$ cat src/rtl/bcd_pkg.sv
// Purpose: shared BCD helpers and constants for the decimal counter and its digit cells.
// Latency: n/a (constants and pure functions only).
// Backpressure: n/a.
// Exports: BCD_NINE, to_bcd() for compile-time BCD constants, bcd_valid() nibble check.
package bcd_pkg;

   localparam logic [3:0] BCD_NINE = 4'd9;

   // Converts a non-negative integer to packed BCD, up to 8 decades; digit 0 in [3:0].
   function automatic logic [31:0] to_bcd(input int val);
      logic [31:0] r;
      int          v;
      r = '0;
      v = val;
      for (int i = 0; i < 8; i++) begin
         r[i*4 +: 4] = 4'(v % 10);
         v           = v / 10;
      end
      return r;
   endfunction

   function automatic logic bcd_valid(input logic [3:0] nib);
      return (nib <= BCD_NINE);
   endfunction

endpackage

$ cat src/rtl/bcd_digit.sv
// Purpose: one BCD decade register with increment/decrement/clear/set controls.
// Latency: 1 cycle from controls to o_q; o_is9/o_is0 decode the registered value.
// Backpressure: none; controls are acted on every cycle (priority set > clr > inc > dec).
// Ports: i_clk, i_rst (async, active-high), i_inc, i_dec, i_clr, i_set, i_set_val[3:0],
//        o_q[3:0] digit value, o_is9 / o_is0 digit-at-9 / digit-at-0 flags for the ripple chain.
module bcd_digit
   import bcd_pkg::*;
(
   input  logic       i_clk,
   input  logic       i_rst,
   input  logic       i_inc,
   input  logic       i_dec,
   input  logic       i_clr,
   input  logic       i_set,
   input  logic [3:0] i_set_val,
   output logic [3:0] o_q,
   output logic       o_is9,
   output logic       o_is0
);

   logic [3:0] r_q;

   always_ff @(posedge i_clk or posedge i_rst) begin
      if (i_rst) begin
         r_q <= 4'd0;
      end else if (i_set) begin
         r_q <= i_set_val;
      end else if (i_clr) begin
         r_q <= 4'd0;
      end else if (i_inc) begin
         r_q <= (r_q == BCD_NINE) ? 4'd0 : r_q + 4'd1;
      end else if (i_dec) begin
         r_q <= (r_q == 4'd0) ? BCD_NINE : r_q - 4'd1;
      end
   end

   assign o_q   = r_q;
   assign o_is9 = (r_q == BCD_NINE);
   assign o_is0 = (r_q == 4'd0);

endmodule

$ cat src/rtl/bcd_counter_ndigit.sv
// Purpose: N-digit packed-BCD up/down counter with modulus CMAX, wrap/saturate, validated load.
// Latency: 1 cycle from sampled inputs to o_count_bcd, o_tc and o_load_err.
// Backpressure: none; i_load and i_en are sampled every cycle, priority rst > load > en.
// Ports: i_clk, i_rst (async, active-high), i_en count tick, i_updown (1=up), i_load level,
//        i_data_in packed BCD load value; o_count_bcd count, o_tc terminal-count pulse,
//        o_load_err rejected-load pulse.
module bcd_counter_ndigit
   import bcd_pkg::*;
#(
   parameter int DIGITS = 3,
   parameter int CMAX   = 1000,
   parameter bit WRAP   = 1'b1
)(
   input  logic                i_clk,
   input  logic                i_rst,
   input  logic                i_en,
   input  logic                i_updown,
   input  logic                i_load,
   input  logic [4*DIGITS-1:0] i_data_in,
   output logic [4*DIGITS-1:0] o_count_bcd,
   output logic                o_tc,
   output logic                o_load_err
);

   if (DIGITS < 1 || DIGITS > 8) begin : g_bad_digits
      $error("bcd_counter_ndigit: DIGITS must be in 1..8");
   end
   if (CMAX < 2 || CMAX > 10**DIGITS) begin : g_bad_cmax
      $error("bcd_counter_ndigit: CMAX must be in 2..10**DIGITS");
   end

   localparam logic [31:0]         MAX_BCD_FULL = to_bcd(CMAX - 1);
   localparam logic [4*DIGITS-1:0] MAX_BCD      = MAX_BCD_FULL[4*DIGITS-1:0];

   logic [4*DIGITS-1:0] w_q;
   logic [4*DIGITS-1:0] w_set_val;
   logic [DIGITS-1:0]   w_is9;
   logic [DIGITS-1:0]   w_is0;
   logic [DIGITS-1:0]   w_up_run;
   logic [DIGITS-1:0]   w_dn_run;
   logic [DIGITS-1:0]   w_dig_max;
   logic [DIGITS-1:0]   w_inc;
   logic [DIGITS-1:0]   w_dec;
   logic                w_nib_ok;
   logic                w_load_ok;
   logic                w_at_max;
   logic                w_at_zero;
   logic                w_count_cyc;
   logic                w_step_up;
   logic                w_step_dn;
   logic                w_wrap_up;
   logic                w_wrap_dn;
   logic                w_set;
   logic                w_limit_hit;
   logic                r_tc;
   logic                r_load_err;

   // Ripple enables: digit i moves only when every lower digit is 9 (up) or 0 (down).
   // Limit compare is per digit against MAX_BCD; 9s and 0s reuse the digit flags.
   always_comb begin
      w_nib_ok  = 1'b1;
      w_up_run  = '0;
      w_dn_run  = '0;
      w_dig_max = '0;
      w_up_run[0] = 1'b1;
      w_dn_run[0] = 1'b1;
      for (int i = 0; i < DIGITS; i++) begin
         w_nib_ok = w_nib_ok & bcd_valid(i_data_in[i*4 +: 4]);
         if (i > 0) begin
            w_up_run[i] = w_up_run[i-1] & w_is9[i-1];
            w_dn_run[i] = w_dn_run[i-1] & w_is0[i-1];
         end
         if (MAX_BCD[i*4 +: 4] == BCD_NINE) begin
            w_dig_max[i] = w_is9[i];
         end else if (MAX_BCD[i*4 +: 4] == 4'd0) begin
            w_dig_max[i] = w_is0[i];
         end else begin
            w_dig_max[i] = (w_q[i*4 +: 4] == MAX_BCD[i*4 +: 4]);
         end
      end
   end

   assign w_at_max  = &w_dig_max;
   assign w_at_zero = &w_is0;

   // With all nibbles <= 9, packed-BCD ordering equals plain unsigned ordering.
   assign w_load_ok = w_nib_ok & (i_data_in <= MAX_BCD);

   // A load in the same cycle swallows the count step and its tc.
   assign w_count_cyc = i_en & ~i_load;
   assign w_step_up   = w_count_cyc &  i_updown & ~w_at_max;
   assign w_step_dn   = w_count_cyc & ~i_updown & ~w_at_zero;
   assign w_wrap_up   = w_count_cyc &  i_updown & w_at_max  & WRAP;
   assign w_wrap_dn   = w_count_cyc & ~i_updown & w_at_zero & WRAP;
   assign w_limit_hit = w_count_cyc & (i_updown ? w_at_max : w_at_zero);

   assign w_inc     = {DIGITS{w_step_up}} & w_up_run;
   assign w_dec     = {DIGITS{w_step_dn}} & w_dn_run;
   assign w_set     = (i_load & w_load_ok) | w_wrap_dn;
   assign w_set_val = i_load ? i_data_in : MAX_BCD;

   for (genvar g = 0; g < DIGITS; g++) begin : g_digit
      bcd_digit u_digit (
         .i_clk     (i_clk),
         .i_rst     (i_rst),
         .i_inc     (w_inc[g]),
         .i_dec     (w_dec[g]),
         .i_clr     (w_wrap_up),
         .i_set     (w_set),
         .i_set_val (w_set_val[g*4 +: 4]),
         .o_q       (w_q[g*4 +: 4]),
         .o_is9     (w_is9[g]),
         .o_is0     (w_is0[g])
      );
   end

   always_ff @(posedge i_clk or posedge i_rst) begin
      if (i_rst) begin
         r_tc       <= 1'b0;
         r_load_err <= 1'b0;
      end else begin
         r_tc       <= w_limit_hit;
         r_load_err <= i_load & ~w_load_ok;
      end
   end

   assign o_count_bcd = w_q;
   assign o_tc        = r_tc;
   assign o_load_err  = r_load_err;

endmodule

$ cat config.mk
export PLATFORM = sky130hd
export DESIGN_NAME = bcd_counter_ndigit
export DESIGN_NICKNAME = d
export VERILOG_FILES = /design/src/rtl/bcd_pkg.sv /design/src/rtl/bcd_digit.sv /design/src/rtl/bcd_counter_ndigit.sv
export SDC_FILE = /design/constraint.sdc
export NUM_CORES = 1
export LEC_CHECK = 0
export BUFFER_PORTS_ARGS = -buffer_cell sky130_fd_sc_hd__buf_2
export CAP_MARGIN = 10
export CORE_ASPECT_RATIO = 0.6
export CORE_UTILIZATION = 24
export DETAILED_ROUTE_END_ITERATION = 8
export MAX_ROUTING_LAYER = met4
export SLEW_MARGIN = 25
export SYNTH_ARGS = -nofsm -noshare
export SYNTH_HDL_FRONTEND = slang
export SYNTH_SLANG_ARGS = --single-unit
export TNS_END_PERCENT = 30
$ cat constraint.sdc
create_clock -name i_clk -period 1.95 [get_ports i_clk]
set_clock_uncertainty 0.2 [all_clocks]
set_input_delay 0.585 -clock i_clk [delete_from_list [all_inputs] [get_ports i_clk]]
set_output_delay 0.585 -clock i_clk [all_outputs]
set_load 0.05 [all_outputs]
==> impl_metrics.env <==
export IMPL_dpl_hpwl_mm=3.71
export IMPL_dieWidth_um=97.9
export IMPL_final_util_pct=41.1
export IMPL_vias=1607
export IMPL_cts_tree="done"
export IMPL_period_needed_ps=2060
export IMPL_synth_async_reset_ratio_pct=100
export IMPL_fin_ws_ps=-111
export IMPL_endpoint="g_digit[1].u_digit.o_q[3]"
export IMPL_routabilityCongestion=0.944
export IMPL_finalWirelength_mm=4.81
export IMPL_drt_iter0_markers=158
export IMPL_grt_ovfl_total=0
export IMPL_setup_worst_path_start="g_digit[0].u_digit.o_q[0]"
export IMPL_relSlewSlack_pct=60.4
export IMPL_dr_wl_met3_um=622
export IMPL_track_usage_pct=17.2
export IMPL_viasPerCell=5.30
export IMPL_wl_per_cell_um=15.9
export IMPL_crit_arrival_ps=1980
export IMPL_placed_area_um2=1850
export IMPL_irDropWorstVdd_mv=0.614
export IMPL_r2r_start="g_digit[0].u_digit.o_q[0]"
export IMPL_syn_nets=185
export IMPL_ys_flop_type="dfrtp_1"
export IMPL_multi_input_area_um2=1050
export IMPL_endpoint_kind="flop"
export IMPL_finalHoldViolCount=0
export IMPL_start_util_pct=25.6
export IMPL_final_max_slew_viol_count=0
export IMPL_antenna_diode_count=0
export IMPL_synth_edff_count=0
export IMPL_yosysMostFrequentCell="nand2_1"
export IMPL_reg2regPathDepth=6
export IMPL_maxCapViolations=0
export IMPL_port_buffers=30
export IMPL_synthToLayoutAreaGrowth_pct=60.7
export IMPL_violations="design-rule violations, negative setup slack"
export IMPL_clk_path_buf_depth=2
export IMPL_syn_area_um2=1330
export IMPL_p_leak_nw=0.948
export IMPL_met1_length_mm=2.29
export IMPL_path_class="reg2reg"
export IMPL_drive_gt1_share_pct=53.6
export IMPL_max_freq_ghz=0.485
export IMPL_rsz0062_at_grt="yes"
export IMPL_dr_wl_met2_mm=1.86
export IMPL_clk_pin_slew_ps=60
export IMPL_setup_viol=8
export IMPL_synth_avg_cell_area_um2=8.03
export IMPL_timing_rr_end="g_digit[1].u_digit.o_q[3]"
export IMPL_ys_top_cells_by_area="dfrtp_1 (26%), nand2_1 (5.4%), o21ai_0 (4.5%)"
export IMPL_cts_buffers=3
export IMPL_crit_fanout=5
export IMPL_grt_pass1_wl_mm=7.38
export IMPL_worstSkewPairLatency_ps=240
export IMPL_h_tree_depth=1
export IMPL_die_area_um2=5830
export IMPL_ant_nets=0
export IMPL_fin_crit_sh_pct=106
export IMPL_synth_top_area_share_pct=26.4
export IMPL_postSynthCellCount=165
export IMPL_yosys_top_cells_count="nand2_1 (19), dfrtp_1 (14), o21ai_0 (12)"
export IMPL_ys_seq_elements=14
export IMPL_seq_area_frac_synth_pct=26.4
export IMPL_ioPinCount=31
export IMPL_highest_layer="met4"
export IMPL_drc=4
export IMPL_antenna_found_initial=0
export IMPL_grt_max_degree=15
export IMPL_powerDensity_nw_per_um2=1210
export IMPL_synthDistinctLibCells=54
export IMPL_yosysTopAreaCell="dfrtp_1"
export IMPL_rows=20
export IMPL_cts_root_buf="clkbuf_8"
export IMPL_startpoint_type="flop"
export IMPL_reg2reg_slack_ps=-110
export IMPL_nets=258
export IMPL_coreArea_um2=5180
export IMPL_run_status="finished with violations"
export IMPL_register_area_um2=363
export IMPL_cts_sinks=14
export IMPL_n_fill_cell=534
export IMPL_worst_pin_slew_ps=593
export IMPL_dr_pass1_iters=6
export IMPL_final_cell_area_um2=2130
export IMPL_die_h_um=59.6
export IMPL_yosysWarnings=0
export IMPL_min_path_type="in2async"
export IMPL_crit_required_ps=1870
export IMPL_grt_pass1_vias=1401
cells in the final DEF, fill, tap and decap left out, types with 4 or more instances in the layout:
cell type and n:
a21oi_1 4, a31oi_1 7, buf_2 29, buf_4 44, buf_6 5, clkbuf_8 4, dfrtp_1 6, dfrtp_2 7
inv_1 8, mux2i_1 5, nand2_1 15, nand4_1 4, nor2_1 8, o21ai_0 9, o21ai_1 5
worst min-delay path by stage:
stage,from,to,slack (ps)
floorplan,i_rst,g_digit[1].u_digit.o_q[2],270
global placement,g_digit[1].u_digit.o_q[0],g_digit[1].u_digit.o_q[0],450
detailed placement,g_digit[2].u_digit.o_q[0],g_digit[2].u_digit.o_q[0],460
CTS,i_rst,g_digit[2].u_digit.o_q[3],230
global route,i_rst,g_digit[2].u_digit.o_q[3],250
finish,i_rst,g_digit[2].u_digit.o_q[3],200
stage by stage:
stage                     setup slack (ps)  cells  TNS (ps)  power, mW  hold slack (ps)
after floorplan                       -137    165      -764       1.66              274
after CTS                             -135    298      -775       2.48              227
after global placement                -247    292     -2410       2.15              450
after global routing                  -170    303     -1520       2.75              254
after detailed placement              -267    292     -2560       2.15              456
final                                 -111    303      -418       2.59              200
state kept, by name, summed over array words and instances (netlist names):
| register | count |
|---|---|
| g_digit.u_digit.o_q | 12 |
| o_load_err | 1 |
| o_tc | 1 |
cell type report:
class                      count  share of cell area [%]
tap                           66                    3.88
sequential                    14                    17.0
inverter                      10                    2.00
timing repair buffer          79                    25.3
multi-input combinational    130                    49.2
clock buffer                   4                    2.59
worst max-delay path, stage by stage, from the launching register on:
cell and delay (ps):
dfrtp_4 530, ha_4 180, and3b_2 250, a32o_1 230, a22oi_1 120, o21ai_1 100, a221o_1 330
timing repair:
| item | in CTS | in global routing |
|---|---|---|
| endpoints found under the setup margin | 11 | 15 |
| pin swaps | 8 | 15 |
| setup buffers | 2 | 5 |
| hold buffers | 0 | 0 |
| resized for setup | 15 | 26 |
| gates cloned | 0 | 0 |
report_power, final:
part	switching [mW]	internal (mW)	total (mW)
clock network	0.106	0.179	0.285
logic	1.06	0.690	1.75
registers	0.146	0.406	0.552
total	1.31	1.28	2.59
kinds of logic after synthesis:
kind of cell | synth area share, %
adder cells (fa/ha/maj) | 2.83
XOR/XNOR | 2.64
AND/OR/NAND/NOR | 27.3
flip-flops | 26.4
AO/OA/AOI/OAI | 29.3
buffers and inverters | 7.74
multiplexers | 3.78
per-layer routing:
layer | up-vias | track usage, %
li1 | 778 | -
met1 | 735 | 25.6
met2 | 86 | 23.1
met3 | 8 | 5.66
met4 | 0 | 0
met5 | - | -
Power figures use the tool's default switching activity.
